==> src/rtl/ifu_fetch_if.sv <==
// Fetch unit bus: request/response to instruction memory, instruction handoff to decode,
// and redirect input from execute. master = fetch unit, slave = its environment.
interface ifu_fetch_if #(
    parameter int ADDR_WIDTH = 64
) ();
    logic                  req_valid;
    logic                  req_ready;
    logic [ADDR_WIDTH-1:0] req_addr;
    logic                  resp_valid;
    logic [31:0]           resp_data;
    logic                  inst_valid;
    logic                  inst_ready;
    logic [31:0]           inst;
    logic [ADDR_WIDTH-1:0] inst_pc;
    logic                  redirect_valid;
    logic [ADDR_WIDTH-1:0] redirect_pc;
    logic                  fetch_fault;

    modport master (
        output req_valid, req_addr, inst_valid, inst, inst_pc, fetch_fault,
        input  req_ready, resp_valid, resp_data, inst_ready, redirect_valid, redirect_pc
    );

    modport slave (
        input  req_valid, req_addr, inst_valid, inst, inst_pc, fetch_fault,
        output req_ready, resp_valid, resp_data, inst_ready, redirect_valid, redirect_pc
    );
endinterface

==> src/rtl/ifu_fetch.sv <==
// Instruction fetch unit: credit-based in-order fetch, response FIFO, redirect squash.
// Optional misaligned-target fault when FETCH_MISALIGN_CHK_EN is defined.
module ifu_fetch #(
    parameter int                    ADDR_WIDTH      = 64,
    parameter logic [ADDR_WIDTH-1:0] RESET_PC        = 64'h8000_0000,
    parameter int                    FIFO_DEPTH      = 2,
    parameter int                    MAX_OUTSTANDING = 2
) (
    input logic         clk,
    input logic         rst_n,
    ifu_fetch_if.master bus
);

    localparam int PTR_W = $clog2(FIFO_DEPTH);
    localparam int CNT_W = $clog2(FIFO_DEPTH + 1);
    localparam int OUT_W = $clog2(MAX_OUTSTANDING + 1);
    localparam int SUM_W = ((CNT_W > OUT_W) ? CNT_W : OUT_W) + 1;

    logic [ADDR_WIDTH-1:0] fetch_pc;
    logic [ADDR_WIDTH-1:0] resp_pc;
    logic [CNT_W-1:0]      fifo_count;
    logic [PTR_W-1:0]      rd_ptr;
    logic [PTR_W-1:0]      wr_ptr;
    logic [OUT_W-1:0]      outstanding;
    logic [OUT_W-1:0]      drop_cnt;
    logic                  fetch_en;
    logic                  fault_q;

    logic [31:0]           inst_mem [FIFO_DEPTH];
    logic [ADDR_WIDTH-1:0] pc_mem   [FIFO_DEPTH];

    logic [ADDR_WIDTH-1:0] tgt_pc;
    logic                  misalign;
    logic [SUM_W-1:0]      credit_used;
    logic                  inst_valid;
    logic                  redirect;
    logic                  req_fire;
    logic                  resp_dec;
    logic                  resp_take;
    logic                  resp_drop;
    logic                  pop;
    logic [OUT_W-1:0]      out_after_resp;

`ifdef FETCH_MISALIGN_CHK_EN
    assign tgt_pc   = bus.redirect_pc;
    assign misalign = |bus.redirect_pc[1:0];
`else
    assign tgt_pc   = bus.redirect_pc & ~ADDR_WIDTH'(3);
    assign misalign = 1'b0;
`endif

    assign redirect = bus.redirect_valid;

    // Slots already claimed: buffered words plus responses still to be kept.
    assign credit_used = SUM_W'(fifo_count) + SUM_W'(outstanding) - SUM_W'(drop_cnt);

    assign bus.req_valid = fetch_en && !redirect && !fault_q &&
                           (outstanding < OUT_W'(MAX_OUTSTANDING)) &&
                           (credit_used < SUM_W'(FIFO_DEPTH));
    assign bus.req_addr  = fetch_pc;

    assign req_fire  = bus.req_valid && bus.req_ready;
    assign resp_dec  = bus.resp_valid && (outstanding != '0);
    assign resp_take = bus.resp_valid && !redirect && (drop_cnt == '0);
    assign resp_drop = bus.resp_valid && !redirect && (drop_cnt != '0);

    assign inst_valid      = (fifo_count != '0);
    assign pop             = inst_valid && bus.inst_ready && !redirect;
    assign out_after_resp  = outstanding - OUT_W'(resp_dec);

    assign bus.inst_valid  = inst_valid;
    assign bus.inst        = inst_valid ? inst_mem[rd_ptr] : '0;
    assign bus.inst_pc     = inst_valid ? pc_mem[rd_ptr]   : '0;
    assign bus.fetch_fault = fault_q;

    always_ff @(posedge clk or negedge rst_n) begin
        if (!rst_n) begin
            fetch_en    <= 1'b0;
            fetch_pc    <= RESET_PC;
            resp_pc     <= RESET_PC;
            fifo_count  <= '0;
            rd_ptr      <= '0;
            wr_ptr      <= '0;
            outstanding <= '0;
            drop_cnt    <= '0;
            fault_q     <= 1'b0;
        end else begin
            fetch_en <= 1'b1;
            if (redirect) begin
                // Every response still in flight after this cycle belongs to the old path.
                fetch_pc    <= tgt_pc;
                resp_pc     <= tgt_pc;
                fifo_count  <= '0;
                rd_ptr      <= '0;
                wr_ptr      <= '0;
                outstanding <= out_after_resp;
                drop_cnt    <= out_after_resp;
                if (misalign) begin
                    fault_q <= 1'b1;
                end
            end else begin
                if (req_fire) begin
                    fetch_pc <= fetch_pc + ADDR_WIDTH'(4);
                end
                outstanding <= out_after_resp + OUT_W'(req_fire);
                if (resp_drop) begin
                    drop_cnt <= drop_cnt - OUT_W'(1);
                end
                if (resp_take) begin
                    wr_ptr  <= wr_ptr + PTR_W'(1);
                    resp_pc <= resp_pc + ADDR_WIDTH'(4);
                end
                if (pop) begin
                    rd_ptr <= rd_ptr + PTR_W'(1);
                end
                fifo_count <= fifo_count + CNT_W'(resp_take) - CNT_W'(pop);
            end
        end
    end

    always_ff @(posedge clk) begin
        if (resp_take) begin
            inst_mem[wr_ptr] <= bus.resp_data;
            pc_mem[wr_ptr]   <= resp_pc;
        end
    end

endmodule

==> src/flat_wrapper.sv <==
// flat-port wrapper written by rule: the top's interface ports become plain ports
module ifu_fetch_flat 
#(
    parameter int                    ADDR_WIDTH      = 64,
    parameter logic [ADDR_WIDTH-1:0] RESET_PC        = 64'h8000_0000,
    parameter int                    FIFO_DEPTH      = 2,
    parameter int                    MAX_OUTSTANDING = 2
)
  (clk, rst_n, bus_req_valid, bus_req_addr, bus_inst_valid, bus_inst, bus_inst_pc, bus_fetch_fault, bus_req_ready, bus_resp_valid, bus_resp_data, bus_inst_ready, bus_redirect_valid, bus_redirect_pc);
  ifu_fetch_if #(.ADDR_WIDTH(ADDR_WIDTH)) bus_i ();
  input logic clk;
  input logic rst_n;
  output wire logic [$bits(bus_i.req_valid)-1:0] bus_req_valid;
  output wire logic [$bits(bus_i.req_addr)-1:0] bus_req_addr;
  output wire logic [$bits(bus_i.inst_valid)-1:0] bus_inst_valid;
  output wire logic [$bits(bus_i.inst)-1:0] bus_inst;
  output wire logic [$bits(bus_i.inst_pc)-1:0] bus_inst_pc;
  output wire logic [$bits(bus_i.fetch_fault)-1:0] bus_fetch_fault;
  input wire logic [$bits(bus_i.req_ready)-1:0] bus_req_ready;
  input wire logic [$bits(bus_i.resp_valid)-1:0] bus_resp_valid;
  input wire logic [$bits(bus_i.resp_data)-1:0] bus_resp_data;
  input wire logic [$bits(bus_i.inst_ready)-1:0] bus_inst_ready;
  input wire logic [$bits(bus_i.redirect_valid)-1:0] bus_redirect_valid;
  input wire logic [$bits(bus_i.redirect_pc)-1:0] bus_redirect_pc;
  assign bus_req_valid = bus_i.req_valid;
  assign bus_req_addr = bus_i.req_addr;
  assign bus_inst_valid = bus_i.inst_valid;
  assign bus_inst = bus_i.inst;
  assign bus_inst_pc = bus_i.inst_pc;
  assign bus_fetch_fault = bus_i.fetch_fault;
  assign bus_i.req_ready = bus_req_ready;
  assign bus_i.resp_valid = bus_resp_valid;
  assign bus_i.resp_data = bus_resp_data;
  assign bus_i.inst_ready = bus_inst_ready;
  assign bus_i.redirect_valid = bus_redirect_valid;
  assign bus_i.redirect_pc = bus_redirect_pc;
  ifu_fetch #(.ADDR_WIDTH(ADDR_WIDTH), .RESET_PC(RESET_PC), .FIFO_DEPTH(FIFO_DEPTH), .MAX_OUTSTANDING(MAX_OUTSTANDING)) u_core (.clk(clk), .rst_n(rst_n), .bus(bus_i));
endmodule
==> config.mk <==
export PLATFORM = sky130hd
export DESIGN_NAME = ifu_fetch_flat
export DESIGN_NICKNAME = d
export VERILOG_FILES = /design/src/rtl/ifu_fetch_if.sv /design/src/rtl/ifu_fetch.sv /design/src/flat_wrapper.sv
export SDC_FILE = /design/constraint.sdc
export NUM_CORES = 1
export LEC_CHECK = 0
export ABC_AREA = 1
export CAP_MARGIN = 20
export CORE_AREA = 2 2 270 219
export DETAILED_ROUTE_END_ITERATION = 16
export DIE_AREA = 0 0 272 221
export PLACE_DENSITY_LB_ADDON = 0.1
export SLEW_MARGIN = 0
export SYNTH_ARGS = -nofsm -noshare
export SYNTH_HDL_FRONTEND = slang
export SYNTH_SLANG_ARGS = --single-unit
==> constraint.sdc <==
create_clock -name clk -period 17.5 [get_ports clk]
set_clock_uncertainty 0.1 [all_clocks]
set_input_delay 3.5 -clock clk [delete_from_list [all_inputs] [get_ports clk]]
set_output_delay 3.5 -clock clk [all_outputs]
set_load 0.05 [all_outputs]
==> results of run 1 <==
critical path: cells and delay by family:
family	cells	cell delay, ns
buffers and inverters	3	1.51
AND/OR/NAND/NOR	2	0.35
layer usage:
layer | global-route usage, % | vias to the layer above | part of all wire (%)
li1 | - | 7375 | -
met1 | 29.22 | 7241 | 48
met2 | 32.47 | 393 | 45
met3 | 2.952 | 84 | 4.6
met4 | 5.477 | 0 | 2.4
met5 | 0 | - | 0
cell type report:
class | instances | share of cell area (%)
Sequential cell | 321 | 41.18
Multi-Input combinational cell | 1541 | 32.63
Timing Repair Buffer | 271 | 12.51
Clock buffer | 51 | 4.913
Tap cell | 769 | 4.414
Inverter | 192 | 3.306
Clock inverter | 20 | 1.033
Antenna cell | 1 | 0.01148
worst min path at each step:
| stage | from | endpoint | slack, ns | depth (start not counted) |
|---|---|---|---|---|
| final | u_core.bus.req_addr[31]$_DFFE_PN1P_ | u_core.bus.req_addr[31]$_DFFE_PN1P_ | 0.43 | 2 |
| after detailed placement | u_core.bus.req_addr[31]$_DFFE_PN1P_ | u_core.bus.req_addr[31]$_DFFE_PN1P_ | 0.42 | 2 |
| after CTS | u_core.bus.req_addr[31]$_DFFE_PN1P_ | u_core.bus.req_addr[31]$_DFFE_PN1P_ | 0.43 | 2 |
| after global routing | u_core.bus.req_addr[31]$_DFFE_PN1P_ | u_core.bus.req_addr[31]$_DFFE_PN1P_ | 0.49 | 2 |
| after global placement | u_core.bus.req_addr[31]$_DFFE_PN1P_ | u_core.bus.req_addr[31]$_DFFE_PN1P_ | 0.42 | 2 |
| after floorplan | u_core.resp_pc[63]$_DFFE_PN0N_ | u_core.pc_mem[0][63]$_DFFE_PP_ | 0.36 | 0 |
per-stage QoR:
step	setup WS [ns]	total power, mW	hold slack [ns]	std cells
2_1_floorplan	8.722	1.635	0.3604	2122
4_1_cts	8.510	2.853	0.4338	3164
3_5_place_dp	8.503	2.006	0.4234	3093
6_report	8.524	2.814	0.4309	3166
5_1_grt	8.407	2.965	0.4933	3165
3_3_place_gp	8.516	1.995	0.4209	3091
report_power, final:
part	leakage [nW]	total, mW	switching (mW)	internal, mW
Sequential	3.32	1.05	0.133	0.917
Clock	0.646	0.830	0.337	0.492
Combinational	4.57	0.934	0.655	0.279
Total	8.54	2.81	1.12	1.69
cells by family after synthesis:
group,after synthesis
buffers and inverters,260
adders and majority gates,10
xor gates and xnor gates,40
other,2
and+or+nand+nor,1255
DFF,321
AOI/OAI and AO/OA,230
state kept, by name (all words and copies together) (netlist names):
register             cells
u_core.fifo_count        2
u_core.wr_ptr            1
u_core.bus.req_addr     62
u_core.rd_ptr            1
u_core.inst_mem         64
u_core.fetch_en          1
u_core.outstanding       2
u_core.resp_pc          62
u_core.drop_cnt          2
u_core.pc_mem          124
cell usage in the layout, fill, tap and decap left out, types with 19 or more instances in the layout:
| master | count |
|---|---|
| o21ai_0 | 66 |
| nand3_1 | 145 |
| clkdlybuf4s50_1 | 255 |
| nand2_2 | 21 |
| clkbuf_16 | 39 |
| o21ai_1 | 22 |
| nand2_1 | 772 |
| nor2_1 | 211 |
| o21bai_1 | 19 |
| nand4_1 | 36 |
| dfrtp_1 | 130 |
| inv_1 | 182 |
| nor2_2 | 25 |
| edfxtp_1 | 188 |
| a21oi_1 | 105 |
| xor2_1 | 27 |
==> reports/results.txt, run 1 <==
Reg2Reg Setup Slack -> 13.62 ns
Die span in y -> 221 um
Critical R2R Launch -> u_core.drop_cnt[1]$_DFFE_PN0P_
Final hold vios -> 0
Vias in the first global route -> 14820
Min cycle time layout -> 8.976 ns
MaxCap Viol Count -> 0
Die area -> 0.06011 mm2
Drt via density -> 4.767
R2R cell count -> 13
Critical path arrival -> 5.38 ns
Clk Latency, worst-skew pair -> 0.57 ns
Status -> finished clean
Initial antenna violation count -> 0
Count leader, synth -> nand2_1
Clk buf depth -> 3
Share of the synthesized area in the top cell type -> 33.07%
Die Wd -> 272 um
Synth area leader -> edfxtp_1
Worst path max stage delay -> 0.83 ns
Area delta synth->final -> 27.72%
Setup bufs post-CTS -> 0
CP Cell Sequence -> buf_2 > inv_2 > nand4_1 > nor2_1 > clkdlybuf4s50_1
Crit-path max FO -> 31
# port buffers -> 257
WL per Instance -> 19.47 um
Yosys cell types -> 38
Synth Instances -> 2118
Least-Margin Pin Slew -> 1.030 ns
Worst Path Required -> 13.90 ns
Ys Warns -> 0
Crit path from -> bus_redirect_valid
Gr ovfl total -> 0
Final non-filler cell area -> 0.02180 mm2
First-pass GRT wire length -> 93160 um
Crit Path Class -> input pin to output port
Synthesized cell area -> 0.01707 mm2
Crit Reg-Reg Endpoint -> u_core.bus.req_addr[35]$_DFFE_PN0P_
Final setup viols -> 0
Post-Synth Simple-Gate Area -> 31.21%
Detail Route Antenna Nets -> 0
Leakage -> 8.544 nW
Layout cells sized above 1 -> 6.928%
Peak VDD IR -> 0.00006516 V
Max Freq -> 0.1114 GHz
Register Area -> 0.008977 mm2
Post-synth EDFFs -> 188
Clock buffer count from CTS -> 39
Synthesized flop and latch total -> 321
Pins over their slew limit -> 0
Min-Delay Path Class -> flip-flop to flip-flop
Pin count of the biggest net entering global routing -> 85
Reg clk slew, reported paths -> 0.06 ns
Row Count -> 79
Area of the multi-input gates -> 0.007114 mm2
Resize count post-CTS -> 0
RSZ-0062 raised after global routing -> false
Total negative slack -> 0 ns
Top FF cell, synth -> edfxtp_1
Worst Setup EP -> bus_req_valid
Routed via count -> 15090
Critical Path Sink Type -> output port
Starting Density -> 29.72%
Multiplexer share of the synthesized area -> 0%
HPWL Detailed -> 44560 um
GRT Overall Usage -> 20.49%
Largest family of logic cells by synthesized area -> simple AND/OR/NAND/NOR gates
Seq/Total Area, Yosys -> 52.59%
Synth Area in Adders -> 0.8210%
Placer Congestion -> 0.8942
CTS tree -> yes
DR iter-0 viols -> 1090
Final #Nets -> 2478
Layout fillers -> 5894
CP max stage cell -> clkdlybuf4s50_1
H-tree lvl count -> 2
Area after DPL -> 0.02047 mm2
CTS sink count -> 321
Startpoint types -> input pin
Ys async rst share -> 41.43%
Tcrit/Tclk final -> 51.29%
CORE AREA -> 0.05743 mm2
Final core utilization -> 37.96%
Clock root buffer -> clkbuf_16
Hold Buf Count CTS -> 0
Drt first pass iters -> 5
Residual DRC -> 0
XOR/XNOR share of the synthesized area -> 2.052%
Number of top-level pins -> 265
Power per cell area -> 129.1 mW/mm2
Largest cells by area after synthesis -> edfxtp_1 (33%), dfrtp_1 (19%), nand2_1 (17%)
Synth Area in Compound Gates -> 7.294%
Final wirelength -> 61640 um
Avg Cell Area, Syn -> 8.059 um2
Slew margin rel. -> 31.34%
Commonest cells post-synth -> nand2_1 (772), nor2_1 (215), edfxtp_1 (188)
(Power assumes the default switching activity.)
==> run 2, diff against run 1 <==
==> constraint.sdc (replaced) <==
create_clock -name clk -period 8.9 [get_ports clk]
set_clock_uncertainty 0.1 [all_clocks]
set_input_delay 1.78 -clock clk [delete_from_list [all_inputs] [get_ports clk]]
set_output_delay 1.78 -clock clk [all_outputs]
set_load 0.05 [all_outputs]
==> run 2 against run 1 <==
  * Via count grew 0.25%
  * Die area stayed put
  * Total power increased by 95%
  * Final cell count hardly changed
  * Flip-flop and latch count unchanged
  * Critical path depth unchanged
  * Sequential share of layout area grew 0.13 points
  * Setup slack got worse by 5.5 ns
  * Routed wire length is essentially flat
  * Non-clock buffer count down 2
  * Global-route usage shrank 0.23 points
  * First-iteration DRC count down 8.7%
  * Highest routed layer unchanged
==> reports/results.txt, run 2 (same netlist as run 1, synthesis figures left out) <==
HPWL Detailed -> 44580 um (about the same)
MaxCap Viol Count -> 0 (unchanged)
Hold Path End -> u_core.drop_cnt[1]$_DFFE_PN0P_
Number of top-level pins -> 265 (unchanged)
Max reg flops -> 124 (unchanged)
Clk buf depth -> 3 (unchanged)
Slew margin rel. -> 28.94% (-2.4 points)
Commonest non-fill, non-tap cell in the layout -> nand2_1
Clock Power Share -> 29.1% (-0.4 points)
WL per Instance -> 19.49 um (about the same)
Residual DRC -> 0 (unchanged)
DR iter-0 viols -> 995 (-8.7%)
R2R cell count -> 8 (-5)
CP Cell Sequence -> buf_2 > inv_2 > nand4_1 > nor2_1 > clkdlybuf4s50_1
Hold Startpoint -> u_core.drop_cnt[1]$_DFFE_PN0P_
Critical Path Sink Type -> output port
CTS sink count -> 321 (unchanged)
Worst path max stage delay -> 0.83 ns (about the same)
P_sw -> 2.203 mW (+96%)
First-pass GRT wire length -> 91850 um (-1.4%)
Routed via count -> 15130 (+0.25%)
Largest regs -> u_core.pc_mem x124, u_core.inst_mem x64
H-tree lvl count -> 2 (unchanged)
Min cycle time layout -> 5.915 ns
Least-Margin Pin Slew -> 1.063 ns (+0.03347 ns)
Final #Nets -> 2476 (-0.081%)
Clock root buffer -> clkbuf_16
Pins over their slew limit -> 0 (unchanged)
Internal power -> 3.297 mW (+95%)
Detail Route Antenna Nets -> 0 (unchanged)
Clock buffer count from CTS -> 39 (unchanged)
Vias in the first global route -> 14630 (-1.3%)
Register share of total power -> 37.7% (+0.4 points)
Status -> finished clean
Pin count of the biggest net entering global routing -> 77 (-9.4%)
Row Count -> 79 (unchanged)
Crit Path Class -> input pin to output port
Drt first pass iters -> 5 (unchanged)
Leakage -> 8.504 nW (-0.47%)
Final core utilization -> 37.84% (-0.12 points)
Die span in y -> 221 um (unchanged)
Worst Path Required -> 7.02 ns (-6.88 ns)
Crit-path max FO -> 37 (+19%)
Startpoint types -> input pin
Drt via density -> 4.783 (+0.34%)
Resize count post-CTS -> 0 (unchanged)
Critical R2R Launch -> u_core.drop_cnt[0]$_DFFE_PN0P_
# port buffers -> 257 (unchanged)
Tcrit/Tclk final -> 66.46%
Gr ovfl total -> 0 (unchanged)
Peak VDD IR -> 0.0001318 V (+100%)
Placer Congestion -> 0.8972 (+0.34%)
Final setup viols -> 0 (unchanged)
Setup bufs post-CTS -> 0 (unchanged)
Die area -> 0.06011 mm2 (unchanged)
Comb pwr share -> 33.1% (about the same)
Area delta synth->final -> 27.32%
CORE AREA -> 0.05743 mm2 (unchanged)
Switch share -> 40.05% (+0.074 points)
Initial antenna violation count -> 0 (unchanged)
Critical path arrival -> 4.03 ns (-1.35 ns)
Final hold vios -> 0 (unchanged)
Die Wd -> 272 um (unchanged)
Min-Delay Path Class -> flip-flop to flip-flop
Hold Path Depth -> 2 (unchanged)
Reg clk slew, reported paths -> 0.06 ns (about the same)
Hold Buf Count CTS -> 0 (unchanged)
Starting Density -> 29.72% (unchanged)
Final wirelength -> 61640 um (about the same)
CTS tree -> yes
Top reg by flops -> u_core.pc_mem
Most frequent cells in the layout -> nand2_1 (772), clkdlybuf4s50_1 (255), nor2_1 (211)
CP max stage cell -> clkdlybuf4s50_1
Max Freq -> 0.1691 GHz
Reg2Reg Setup Slack -> 4.60 ns (-9.02 ns)
RSZ-0062 raised after global routing -> false
GRT Overall Usage -> 20.26% (-0.23 points)
Clk Latency, worst-skew pair -> 0.57 ns (about the same)
Ant diodes -> 0 (-1)
Layout cells sized above 1 -> 6.558% (-0.37 points)
Total negative slack -> 0 ns (unchanged)
Crit Reg-Reg Endpoint -> u_core.pc_mem[1][52]$_DFFE_PP_
Power per cell area -> 253.1 mW/mm2 (+96%)
[run 2: worst max-delay path: cells and delay by family]
| kind | cells | cell delay, ns |
|---|---|---|
| buffers and inverters | 3 | 1.85 |
| and+or+nand+nor | 2 | 0.36 |
[run 2: stage by stage]
stage / std cells / instance area [um2] / power [mW] / hold WS, ns / setup WS (ns)
6_report: 3163 / 21730 / 5.500 / 0.4318 / 2.985
5_1_grt: 3163 / 21730 / 5.782 / 0.4788 / 2.842
3_3_place_gp: 3090 / 20420 / 3.922 / 0.4224 / 2.549
4_1_cts: 3162 / 21710 / 5.568 / 0.4352 / 2.955
2_1_floorplan: 2122 / 17080 / 3.215 / 0.3604 / 1.842
3_5_place_dp: 3091 / 20440 / 3.936 / 0.4217 / 2.534
[run 2: area by class of cell]
cell class	instances	area, um2
Sequential cell	321	8977
Timing Repair Buffer	269	2684
Fill cell	5846	35700
Clock buffer	61	1149
Tap cell	769	962.2
Inverter	192	720.7
Clock inverter	10	125.1
Multi-Input combinational cell	1541	7114
[run 2: layer usage]
layer  track usage [%]  vias up  wire, um
met3             3.440       79      3235
met5                 0        -         0
li1                  -     7360         -
met4             4.998        0      1383
met1             28.67     7270     28810
met2             32.15      421     28210
[run 2: power by group through the flow]
stage / Clock [mW] / Combinational (mW) / Sequential [mW]
final: 1.60 / 1.82 / 2.07
after global routing: 1.70 / 1.97 / 2.10
after CTS: 1.65 / 1.85 / 2.07
after detailed placement: 0 / 1.84 / 2.10
after global placement: 0 / 1.83 / 2.09
after floorplan: 0 / 1.05 / 2.16
[run 2: how the worst max path moves through the flow]
stage | from | endpoint | slack [ns] | depth (start not counted)
3_3_place_gp | bus_resp_valid | u_core.pc_mem[0][54]$_DFFE_PP_ | 2.55 | 6
6_report | bus_redirect_valid | bus_req_valid | 2.99 | 5
5_1_grt | bus_redirect_valid | bus_req_valid | 2.84 | 5
2_1_floorplan | bus_redirect_valid | u_core.inst_mem[1][0]$_DFFE_PP_ | 1.84 | 5
3_5_place_dp | bus_resp_valid | u_core.pc_mem[0][50]$_DFFE_PP_ | 2.53 | 6
4_1_cts | bus_redirect_valid | bus_req_valid | 2.95 | 5
==> run 3, diff against run 2 <==
==> constraint.sdc (replaced) <==
create_clock -name clk -period 5.5 [get_ports clk]
set_clock_uncertainty 0.1 [all_clocks]
set_input_delay 1.1 -clock clk [delete_from_list [all_inputs] [get_ports clk]]
set_output_delay 1.1 -clock clk [all_outputs]
set_load 0.05 [all_outputs]
==> run 3 against run 2 <==
  * Sequential share of layout area hardly changed
  * Via count down 0.85%
  * Hold slack worse by 0.035 ns
  * Design area about the same
  * First-iteration DRC count grew 4.2%
  * Flip-flop and latch count did not move
  * Register-to-register slack worse by 2.9 ns
  * Count of clock-buffer cells in the layout fell by 6
  * Combinational power is 64% higher
  * Setup slack worse by 1.9 ns
  * Die area unchanged
  * Global-route usage about the same
==> reports/results.txt, run 3 (same netlist as run 1, synthesis figures left out) <==
Hold_ws -> 0.3967 ns (-0.03505 ns)
Register Area -> 0.008977 mm2 (unchanged)
Gr ovfl total -> 0 (unchanged)
Area of the multi-input gates -> 0.007107 mm2 (-0.11%)
Final hold vios -> 0 (unchanged)
GRT Overall Usage -> 20.26% (about the same)
Worst path max stage delay -> 0.83 ns (about the same)
Number of top-level pins -> 265 (unchanged)
Die area -> 0.06011 mm2 (unchanged)
Max reg flops -> 124 (unchanged)
Area after DPL -> 0.02051 mm2 (+0.37%)
Clk Latency, worst-skew pair -> 0.57 ns (about the same)
Final setup viols -> 0 (unchanged)
Critical Path Sink Type -> output port
Final core utilization -> 37.88% (about the same)
Placer Congestion -> 0.8877 (-1.1%)
Final wirelength -> 61200 um (-0.71%)
Least-Margin Pin Slew -> 0.8525 ns (-0.2109 ns)
HPWL Detailed -> 45180 um (+1.3%)
CP delay by family, top -> adder cells
Setup WS pre-CTS -> 1.580 ns (-0.9542 ns)
Status -> finished clean
Reg clk slew, reported paths -> 0.06 ns (about the same)
Detail Route Antenna Nets -> 0 (unchanged)
Vias in the first global route -> 14380 (-1.7%)
Final #Nets -> 2481 (+0.20%)
Layout fillers -> 5931 (+1.5%)
Resize count post-CTS -> 0 (unchanged)
CP max stage cell -> clkdlybuf4s50_1
Die span in y -> 221 um (unchanged)
Max Freq -> 0.2276 GHz
CP Depth -> 6 (+1)
Clock root buffer -> clkbuf_16
Die Wd -> 272 um (unchanged)
Initial antenna violation count -> 8 (+8)
RSZ-0062 raised after global routing -> false
Critical path arrival -> 3.19 ns (-0.84 ns)
Crit Path Class -> flip-flop to output port
R2R cell count -> 12 (+4)
Fin cells -> 3170 (+0.22%)
Drt via density -> 4.732 (-1.1%)
Clock buffer count from CTS -> 39 (unchanged)
Total negative slack -> 0 ns (unchanged)
Setup bufs post-CTS -> 0 (unchanged)
Hold Buf Count CTS -> 0 (unchanged)
Row Count -> 79 (unchanged)
Residual DRC -> 0 (unchanged)
Pins over their slew limit -> 0 (unchanged)
Layout cells sized above 1 -> 6.592% (+0.034 points)
Power per cell area -> 406.7 mW/mm2 (+61%)
Worst Path Required -> 4.30 ns (-2.72 ns)
Inst Count DP -> 3097 (+0.19%)
Power, Total -> 8.847 mW (+61%)
Most frequent cells in the layout -> nand2_1 (772), clkdlybuf4s50_1 (255), nor2_1 (212)
Routed via count -> 15000 (-0.85%)
Most used cell, CP -> fa_1
Startpoint types -> flip-flop
Commonest non-fill, non-tap cell in the layout -> nand2_1
Drt first pass iters -> 5 (unchanged)
DR iter-0 viols -> 1037 (+4.2%)
H-tree lvl count -> 2 (unchanged)
CP Cell Sequence -> fa_1 > inv_1 > fa_1 > nand4_1 > nor2_1 > clkdlybuf4s50_1
Final non-filler cell area -> 0.02175 mm2 (about the same)
Min cycle time layout -> 4.394 ns
Largest regs -> u_core.pc_mem x124, u_core.inst_mem x64
CTS sink count -> 321 (unchanged)
CORE AREA -> 0.05743 mm2 (unchanged)
Pin count of the biggest net entering global routing -> 77 (unchanged)
Min-Delay Path Class -> input pin to async pin
Tcrit/Tclk final -> 79.89%
WL per Instance -> 19.31 um (-0.93%)
# port buffers -> 257 (unchanged)
Top reg by flops -> u_core.pc_mem
MaxCap Viol Count -> 0 (unchanged)
Area delta synth->final -> 27.44% (about the same)
CTS tree -> yes
Final WS setup -> 1.106 ns (-1.879 ns)
Starting Density -> 29.72% (unchanged)
Peak VDD IR -> 0.0002019 V (+53%)
Clk buf depth -> 3 (unchanged)
Crit-path max FO -> 3 (-92%)
Leakage -> 8.506 nW (about the same)
Bufs and invs on worst path -> 2 (-1)
Slew margin rel. -> 43.09% (+14 points)
First-pass GRT wire length -> 91590 um (-0.28%)
[run 3: cell types whose count changed in the layout (fill, tap and decap cells not counted)]
cell | previous run | this run
clkinv_1 | 1 | 4
diode_2 | 0 | 4
buf_12 | 2 | 4
nor2_1 | 211 | 212
clkinv_4 | 1 | 0
clkbuf_1 | 13 | 11
clkinvlp_4 | 0 | 2
nor2_4 | 16 | 15
buf_4 | 10 | 13
clkbuf_8 | 9 | 5
[run 3: final timing paths]
kind                                                      from                                  end  slack (ns)
max in group asynchronous                                rst_n       u_core.resp_pc[16]$_DFFE_PN0N_        3.96
min reg2reg                u_core.bus.req_addr[31]$_DFFE_PN1P_  u_core.bus.req_addr[31]$_DFFE_PN1P_        0.44
max reg2reg                     u_core.fifo_count[1]$_DFF_PN0_  u_core.bus.req_addr[63]$_DFFE_PN0P_        1.66
max                             u_core.fifo_count[1]$_DFF_PN0_                        bus_req_valid        1.11
min in group clk           u_core.bus.req_addr[31]$_DFFE_PN1P_  u_core.bus.req_addr[31]$_DFFE_PN1P_        0.44
min                                                      rst_n  u_core.bus.req_addr[43]$_DFFE_PN0P_        0.40
[run 3: layer usage]
metal	global-route usage, %	vias to the layer above	share of wire [%]
li1	-	7384	-
met5	0	-	0.015
met4	6.611	2	2.6
met3	3.169	89	5.7
met1	28.49	7149	47
met2	31.83	378	45
[run 3: cell type report]
class                   count  area share [%]
clock inverters            14          0.6557
flip-flops and latches    321           41.27
clock buffers              55           4.993
well taps                 769           4.423
multi-input cells        1541           32.67
inverters                 192           3.313
diodes                      4         0.04602
repair buffers            274           12.63
[run 3: report_power, final]
group	internal [mW]	leakage [nW]	total (mW)	switching, mW
logic	0.904	4.59	2.99	2.09
clock network	1.47	0.594	2.52	1.05
registers	2.92	3.32	3.33	0.416
total	5.29	8.51	8.85	3.55
